<file path="config.mk">
export PLATFORM = sky130hd
export DESIGN_NAME = ula_aritmetico_seq
export DESIGN_NICKNAME = d
export VERILOG_FILES = /design/src/rtl/ula_aritmetico_seq.sv
export SDC_FILE = /design/constraint.sdc
export NUM_CORES = 1
export LEC_CHECK = 0
export ABC_AREA = 1
export BUFFER_PORTS_ARGS = -buffer_cell sky130_fd_sc_hd__buf_4
export CORE_ASPECT_RATIO = 0.75
export CORE_MARGIN = 2
export CORE_UTILIZATION = 55
export DETAILED_ROUTE_END_ITERATION = 7
export PLACE_DENSITY = 0.77
export RECOVER_POWER = 100
export SYNTH_ARGS = -nofsm -noshare
export SYNTH_HDL_FRONTEND = slang
export SYNTH_SLANG_ARGS = --single-unit
export TNS_END_PERCENT = 20
</file>
<file path="constraint.sdc">
create_clock -name Clk -period 1.95 [get_ports Clk]
set_input_delay 0 -clock Clk [delete_from_list [all_inputs] [get_ports Clk]]
set_output_delay 0 -clock Clk [all_outputs]
set_load 0.05 [all_outputs]
</file>
<file path="src/rtl/ula_aritmetico_seq.sv">
// Sequential arithmetic unit: single-cycle add/sub/inc/dec/neg plus
// iterative unsigned multiply, divide and remainder behind a
// Start/Busy/Done handshake. Result and flags are registered and hold
// until the next Done.
module ula_aritmetico_seq #(
  parameter int WIDTH = 6
) (
  input  logic             Clk,
  input  logic             Reset,
  input  logic             Start,
  input  logic [WIDTH-1:0] A,
  input  logic [WIDTH-1:0] B,
  input  logic [3:0]       Sel,
  output logic             Busy,
  output logic             Done,
  output logic [WIDTH-1:0] O,
  output logic             Overflow,
  output logic             Zero,
  output logic             DivZero
);

  localparam int CW = $clog2(WIDTH + 1);

  localparam logic [3:0] OP_ADD = 4'b0000;
  localparam logic [3:0] OP_SUB = 4'b0001;
  localparam logic [3:0] OP_INC = 4'b0010;
  localparam logic [3:0] OP_DEC = 4'b0011;
  localparam logic [3:0] OP_NEG = 4'b0100;
  localparam logic [3:0] OP_MUL = 4'b0101;
  localparam logic [3:0] OP_DIV = 4'b0110;
  localparam logic [3:0] OP_REM = 4'b0111;

  localparam logic [WIDTH-1:0] ONE  = WIDTH'(1);
  localparam logic [WIDTH-1:0] SMIN = {1'b1, {(WIDTH-1){1'b0}}};
  localparam logic [WIDTH-1:0] SMAX = ~SMIN;

  typedef enum logic [1:0] {IDLE, ITER, DONE} state_t;

  state_t           state;
  logic [3:0]       sel_r;
  logic [WIDTH-1:0] opnd_r;   // multiplicand for MUL, divisor for DIV/REM
  logic [WIDTH-1:0] acc_hi;   // product high half / partial remainder
  logic [WIDTH-1:0] acc_lo;   // multiplier bits / dividend-quotient shifter
  logic [CW-1:0]    cnt;

  logic [WIDTH-1:0] sc_o;
  logic             sc_ov;
  logic             sc_dz;

  logic [WIDTH:0]     mul_sum;
  logic [2*WIDTH-1:0] mul_next;
  logic [WIDTH:0]     div_shift;
  logic [WIDTH:0]     div_diff;
  logic               div_ge;
  logic [WIDTH-1:0]   div_r;
  logic [WIDTH-1:0]   div_q;
  logic [WIDTH-1:0]   it_hi;
  logic [WIDTH-1:0]   it_lo;
  logic [WIDTH-1:0]   fin_o;
  logic               fin_ov;

  assign Busy = (state != IDLE);

  // Single-cycle results straight from the inputs; DIV/REM entries are
  // only used for the divide-by-zero case, the B!=0 case iterates.
  always_comb begin
    sc_o  = '0;
    sc_ov = 1'b0;
    sc_dz = 1'b0;
    case (Sel)
      OP_ADD: begin
        sc_o  = A + B;
        sc_ov = (A[WIDTH-1] == B[WIDTH-1]) && (sc_o[WIDTH-1] != A[WIDTH-1]);
      end
      OP_SUB: begin
        sc_o  = A - B;
        sc_ov = (A[WIDTH-1] != B[WIDTH-1]) && (sc_o[WIDTH-1] != A[WIDTH-1]);
      end
      OP_INC: begin
        sc_o  = A + ONE;
        sc_ov = (A == SMAX);
      end
      OP_DEC: begin
        sc_o  = A - ONE;
        sc_ov = (A == SMIN);
      end
      OP_NEG: begin
        sc_o  = (~A) + ONE;
        sc_ov = (A == SMIN);
      end
      OP_DIV: begin
        sc_o  = '1;
        sc_dz = 1'b1;
      end
      OP_REM: begin
        sc_o  = A;
        sc_dz = 1'b1;
      end
      default: begin
        sc_o  = '0;
        sc_ov = 1'b0;
        sc_dz = 1'b0;
      end
    endcase
  end

  // One iteration step: shift-add multiply (LSB first) or restoring
  // division (MSB first), sharing the acc_hi/acc_lo registers.
  always_comb begin
    mul_sum   = {1'b0, acc_hi} + (acc_lo[0] ? {1'b0, opnd_r} : '0);
    mul_next  = {mul_sum, acc_lo[WIDTH-1:1]};
    div_shift = {acc_hi, acc_lo[WIDTH-1]};
    div_diff  = div_shift - {1'b0, opnd_r};
    div_ge    = ~div_diff[WIDTH];
    div_r     = div_ge ? div_diff[WIDTH-1:0] : div_shift[WIDTH-1:0];
    div_q     = {acc_lo[WIDTH-2:0], div_ge};
    if (sel_r == OP_MUL) begin
      it_hi  = mul_next[2*WIDTH-1:WIDTH];
      it_lo  = mul_next[WIDTH-1:0];
      fin_o  = mul_next[WIDTH-1:0];
      fin_ov = |mul_next[2*WIDTH-1:WIDTH];
    end else begin
      it_hi  = div_r;
      it_lo  = div_q;
      fin_o  = (sel_r == OP_REM) ? div_r : div_q;
      fin_ov = 1'b0;
    end
  end

  // Control FSM with registered result, flags and Done pulse.
  always_ff @(posedge Clk or posedge Reset) begin
    if (Reset) begin
      state    <= IDLE;
      sel_r    <= '0;
      opnd_r   <= '0;
      acc_hi   <= '0;
      acc_lo   <= '0;
      cnt      <= '0;
      Done     <= 1'b0;
      O        <= '0;
      Overflow <= 1'b0;
      Zero     <= 1'b0;
      DivZero  <= 1'b0;
    end else begin
      case (state)
        IDLE: begin
          Done <= 1'b0;
          if (Start) begin
            sel_r <= Sel;
            cnt   <= CW'(WIDTH - 1);
            if (Sel == OP_MUL) begin
              opnd_r <= A;
              acc_hi <= '0;
              acc_lo <= B;
              state  <= ITER;
            end else if ((Sel == OP_DIV || Sel == OP_REM) && B != '0) begin
              opnd_r <= B;
              acc_hi <= '0;
              acc_lo <= A;
              state  <= ITER;
            end else begin
              O        <= sc_o;
              Overflow <= sc_ov;
              Zero     <= (sc_o == '0);
              DivZero  <= sc_dz;
              Done     <= 1'b1;
              state    <= DONE;
            end
          end
        end
        ITER: begin
          acc_hi <= it_hi;
          acc_lo <= it_lo;
          if (cnt == '0) begin
            O        <= fin_o;
            Overflow <= fin_ov;
            Zero     <= (fin_o == '0);
            DivZero  <= 1'b0;
            Done     <= 1'b1;
            state    <= DONE;
          end else begin
            cnt <= cnt - CW'(1);
          end
        end
        DONE: begin
          Done  <= 1'b0;
          state <= IDLE;
        end
        default: begin
          Done  <= 1'b0;
          state <= IDLE;
        end
      endcase
    end
  end

endmodule

</file>
==> metrics <==
status complete, but fails checks; failing checks setup timing; final setup violation count 23; vias in the first global route 3628; max-slew violations 0; Critical Path AT approximately 2.4 ns; syn_area_per_cell 6.496 um^2; # diodes 0; met2 Track Usage GR 0.4728; synth top area cells dfrtp_1 26%, nand2_1 15%, ha_1 8.6%; post-synthesis register bit count 37; met3 Use GR 0.05733; PwrDens 1515 mW/mm^2; Placed Cells 695; Setup Skew 0.007035 ns; Max-Cap Viols 0; # rows 25; most common cell after layout, fill and taps aside nand2_1; CP cell instances inv_2 -> ha_4 -> inv_2 -> fa_2 -> nand2_2 -> nand2_2 -> nand3_4 -> nand2_4 -> nand2_4 -> nand2_4 -> nand2_1 -> nand3_1 -> nand2_1 -> nor2_1 -> nand3_1 -> nand3_1 -> nand2_1 -> inv_1; total CTS buffers 5; 1st-pass router iterations 5; Layout Nets 675; Worst Tran Pin Value 0.9754 ns; first-pass GRT wire length 17610 um; setup TNS -2.095 ns; minimum clock period after layout 2.209 ns; Post-DRT Antenna Nets 0; Reg clk slew, reported paths 0.08 ns; sequential cell area fraction in the yosys report 0.2554; flop-to-flop setup slack -0.26 ns; H-tree levels 2; Max FO, Critical Path 5; CP top delay family simple AND/OR/NAND/NOR gates; Leak 2.299 nW; synth warn 0; Final Total Pwr 0.006718 W; Post-Synthesis Net Count between 600 and 700; asr flop ratio synth 1.000; clk_lat worst skew ~0.29 ns; global-route layer with the greatest usage met2; reg2reg path depth 18; Placer Congestion 0.9339; unrepaired setup endpoints after global routing yes; CTS Buffer Depth 2; Die X-Extent 97.74 um; Worst setup SP type register; worst setup margin -0.2593 ns; root buffer cell clkbuf_8; Required @ worst endpoint 2.14 ns; most frequent cells in the layout 129 x nand2_1, 76 x inv_1, 53 x buf_4; initial antenna violation count 0; Hold Vio Cnt, Final 0; Vias between 3000 and 4000; worst vdd ir 0.9392 mV; cell count after synthesis 558; DP HPWL around 8500 um; synthesized area ~0.0036 mm^2; critical path type register to register; Slowest Stage Delay on Critical Path 0.40 ns; gr ovfl total 0; Synth-to-Final Area Change 22.37%; share of layout cells above drive strength 1 0.2006; total routed wirelength 10940 um; drt initial violations 458; normalized max-slew margin 0.3497; Total Routing Usage GR 0.3043; fillcell total 551; Max Clock Freq approximately 450 MHz; DRC viols 0; Slowest-stage cell, CP dfrtp_1; CTS tree done; die area around 0.0073 mm^2; Ports 30; CP Capture Type register; initial core utilization 0.5708; Post-synth EDFFs 0; ys flop type dfrtp_1; Worst Hold Depth 3; top cell type's share of synthesized area 0.2554; total clock sinks 37; buffer and inverter count on the worst path 3; final non-filler cell total 709; leading area contributor after synthesis dfrtp_1; Vias/cell 5.574; Die Y 74.31 um; core area 0.006350 mm^2; post-synth cell types 38; wire length per cell 15.43 um; largest net degree at the start of global routing 38; Hold WC Path Type primary input to register; I/O Buffers 29; final cycle utilization of the critical path 1.133; CP Depth 18; met1 Use GR 0.4477
-- sequential cells by signal (all words and copies together) (netlist names) --
name,count
Done,1
O,6
acc_hi,6
Overflow,1
sel_r,4
opnd_r,6
DivZero,1
Zero,1
cnt,3
acc_lo,6
state,2
-- power breakdown --
| group | total [W] | internal [W] | switching (W) | leakage (nW) |
|---|---|---|---|---|
| logic | 0.00467 | 0.00173 | 0.00294 | 1.78 |
| clock network | 0.000685 | 0.000384 | 0.000302 | 0.0585 |
| registers | 0.00136 | 0.00110 | 0.000258 | 0.462 |
| total | 0.00672 | 0.00321 | 0.00350 | 2.30 |
-- timing repair --
action | CTS | global route
pin swaps | 13 | 17
gates resized for setup | 19 | 23
gates cloned | 0 | 0
endpoints found under the setup margin | 13 | 17
endpoints found under the hold margin | 38 | 0
hold buffers | 2 | 0
setup buffers | 2 | 2
-- tightest hold or removal path, delay by kind of cell --
family          cells  cell delay, ns
compound gates      1            0.06
buf+inv             1            0.14
simple gates        1            0.06
-- per-layer routing --
layer	up-vias	wire length, um	part of all wire
li1	1958	-	-
met1	1806	5260	0.48
met2	175	4641	0.42
met3	13	961	0.088
met4	0	79	0.0072
met5	-	0	0
-- Yosys cell counts (6+ instances only) --
cell type,instances
nor2_1,45
o21ai_0,48
clkbuf_1,6
xor2_1,8
nand4_1,6
inv_1,78
nand3_1,55
nand2_1,144
o211ai_1,12
inv_2,7
dfrtp_1,37
ha_1,25
a21oi_1,27
-- area by class of cell --
type	instances	area (um^2)	share of cell area
tap	81	101.3	0.02285
clock buffer	5	68.82	0.01551
inverter	88	334.1	0.07532
multi-input combinational	424	2467	0.5563
sequential	37	928.4	0.2093
timing repair buffer	71	491.7	0.1109
clock inverter	3	43.79	0.009873
-- cells by family (layout without fill, tap and decap cells) --
| family | Yosys count | after routing | share of synthesized area |
|---|---|---|---|
| adders and majority gates | 29 | 29 | 0.1084 |
| DFF | 37 | 37 | 0.2554 |
| buffers and inverters | 97 | 167 | 0.1029 |
| xor gates and xnor gates | 12 | 12 | 0.02900 |
| and+or+nand+nor | 278 | 278 | 0.3421 |
| AOI/OAI and AO/OA | 105 | 105 | 0.1622 |
-- worst paths after layout --
kind / from / to
worst min register to register: cnt[0] / cnt[0]
worst min-delay path: Sel[1] / sel_r[1]
max in group asynchronous: Reset / acc_lo[0]
worst max register to register: acc_lo[5] / Zero
min in group asynchronous: Reset / acc_hi[1]
worst max-delay path: acc_lo[5] / Zero
-- stage by stage --
step / hold slack, ns / setup slack (ns) / cell area, um^2 / utilization
2_1_floorplan: 0.1210 / -0.03915 / 3649 / -
3_3_place_gp: 0.1433 / -0.1027 / 4194 / 0.6605
3_5_place_dp: 0.1572 / -0.2002 / 4194 / 0.6605
4_1_cts: 0.003683 / -0.2046 / 4410 / 0.6946
5_1_grt: 0.01242 / -0.3812 / 4436 / 0.6985
6_report: 0.005099 / -0.2593 / 4436 / 0.6985
(Power assumes the default switching activity.)
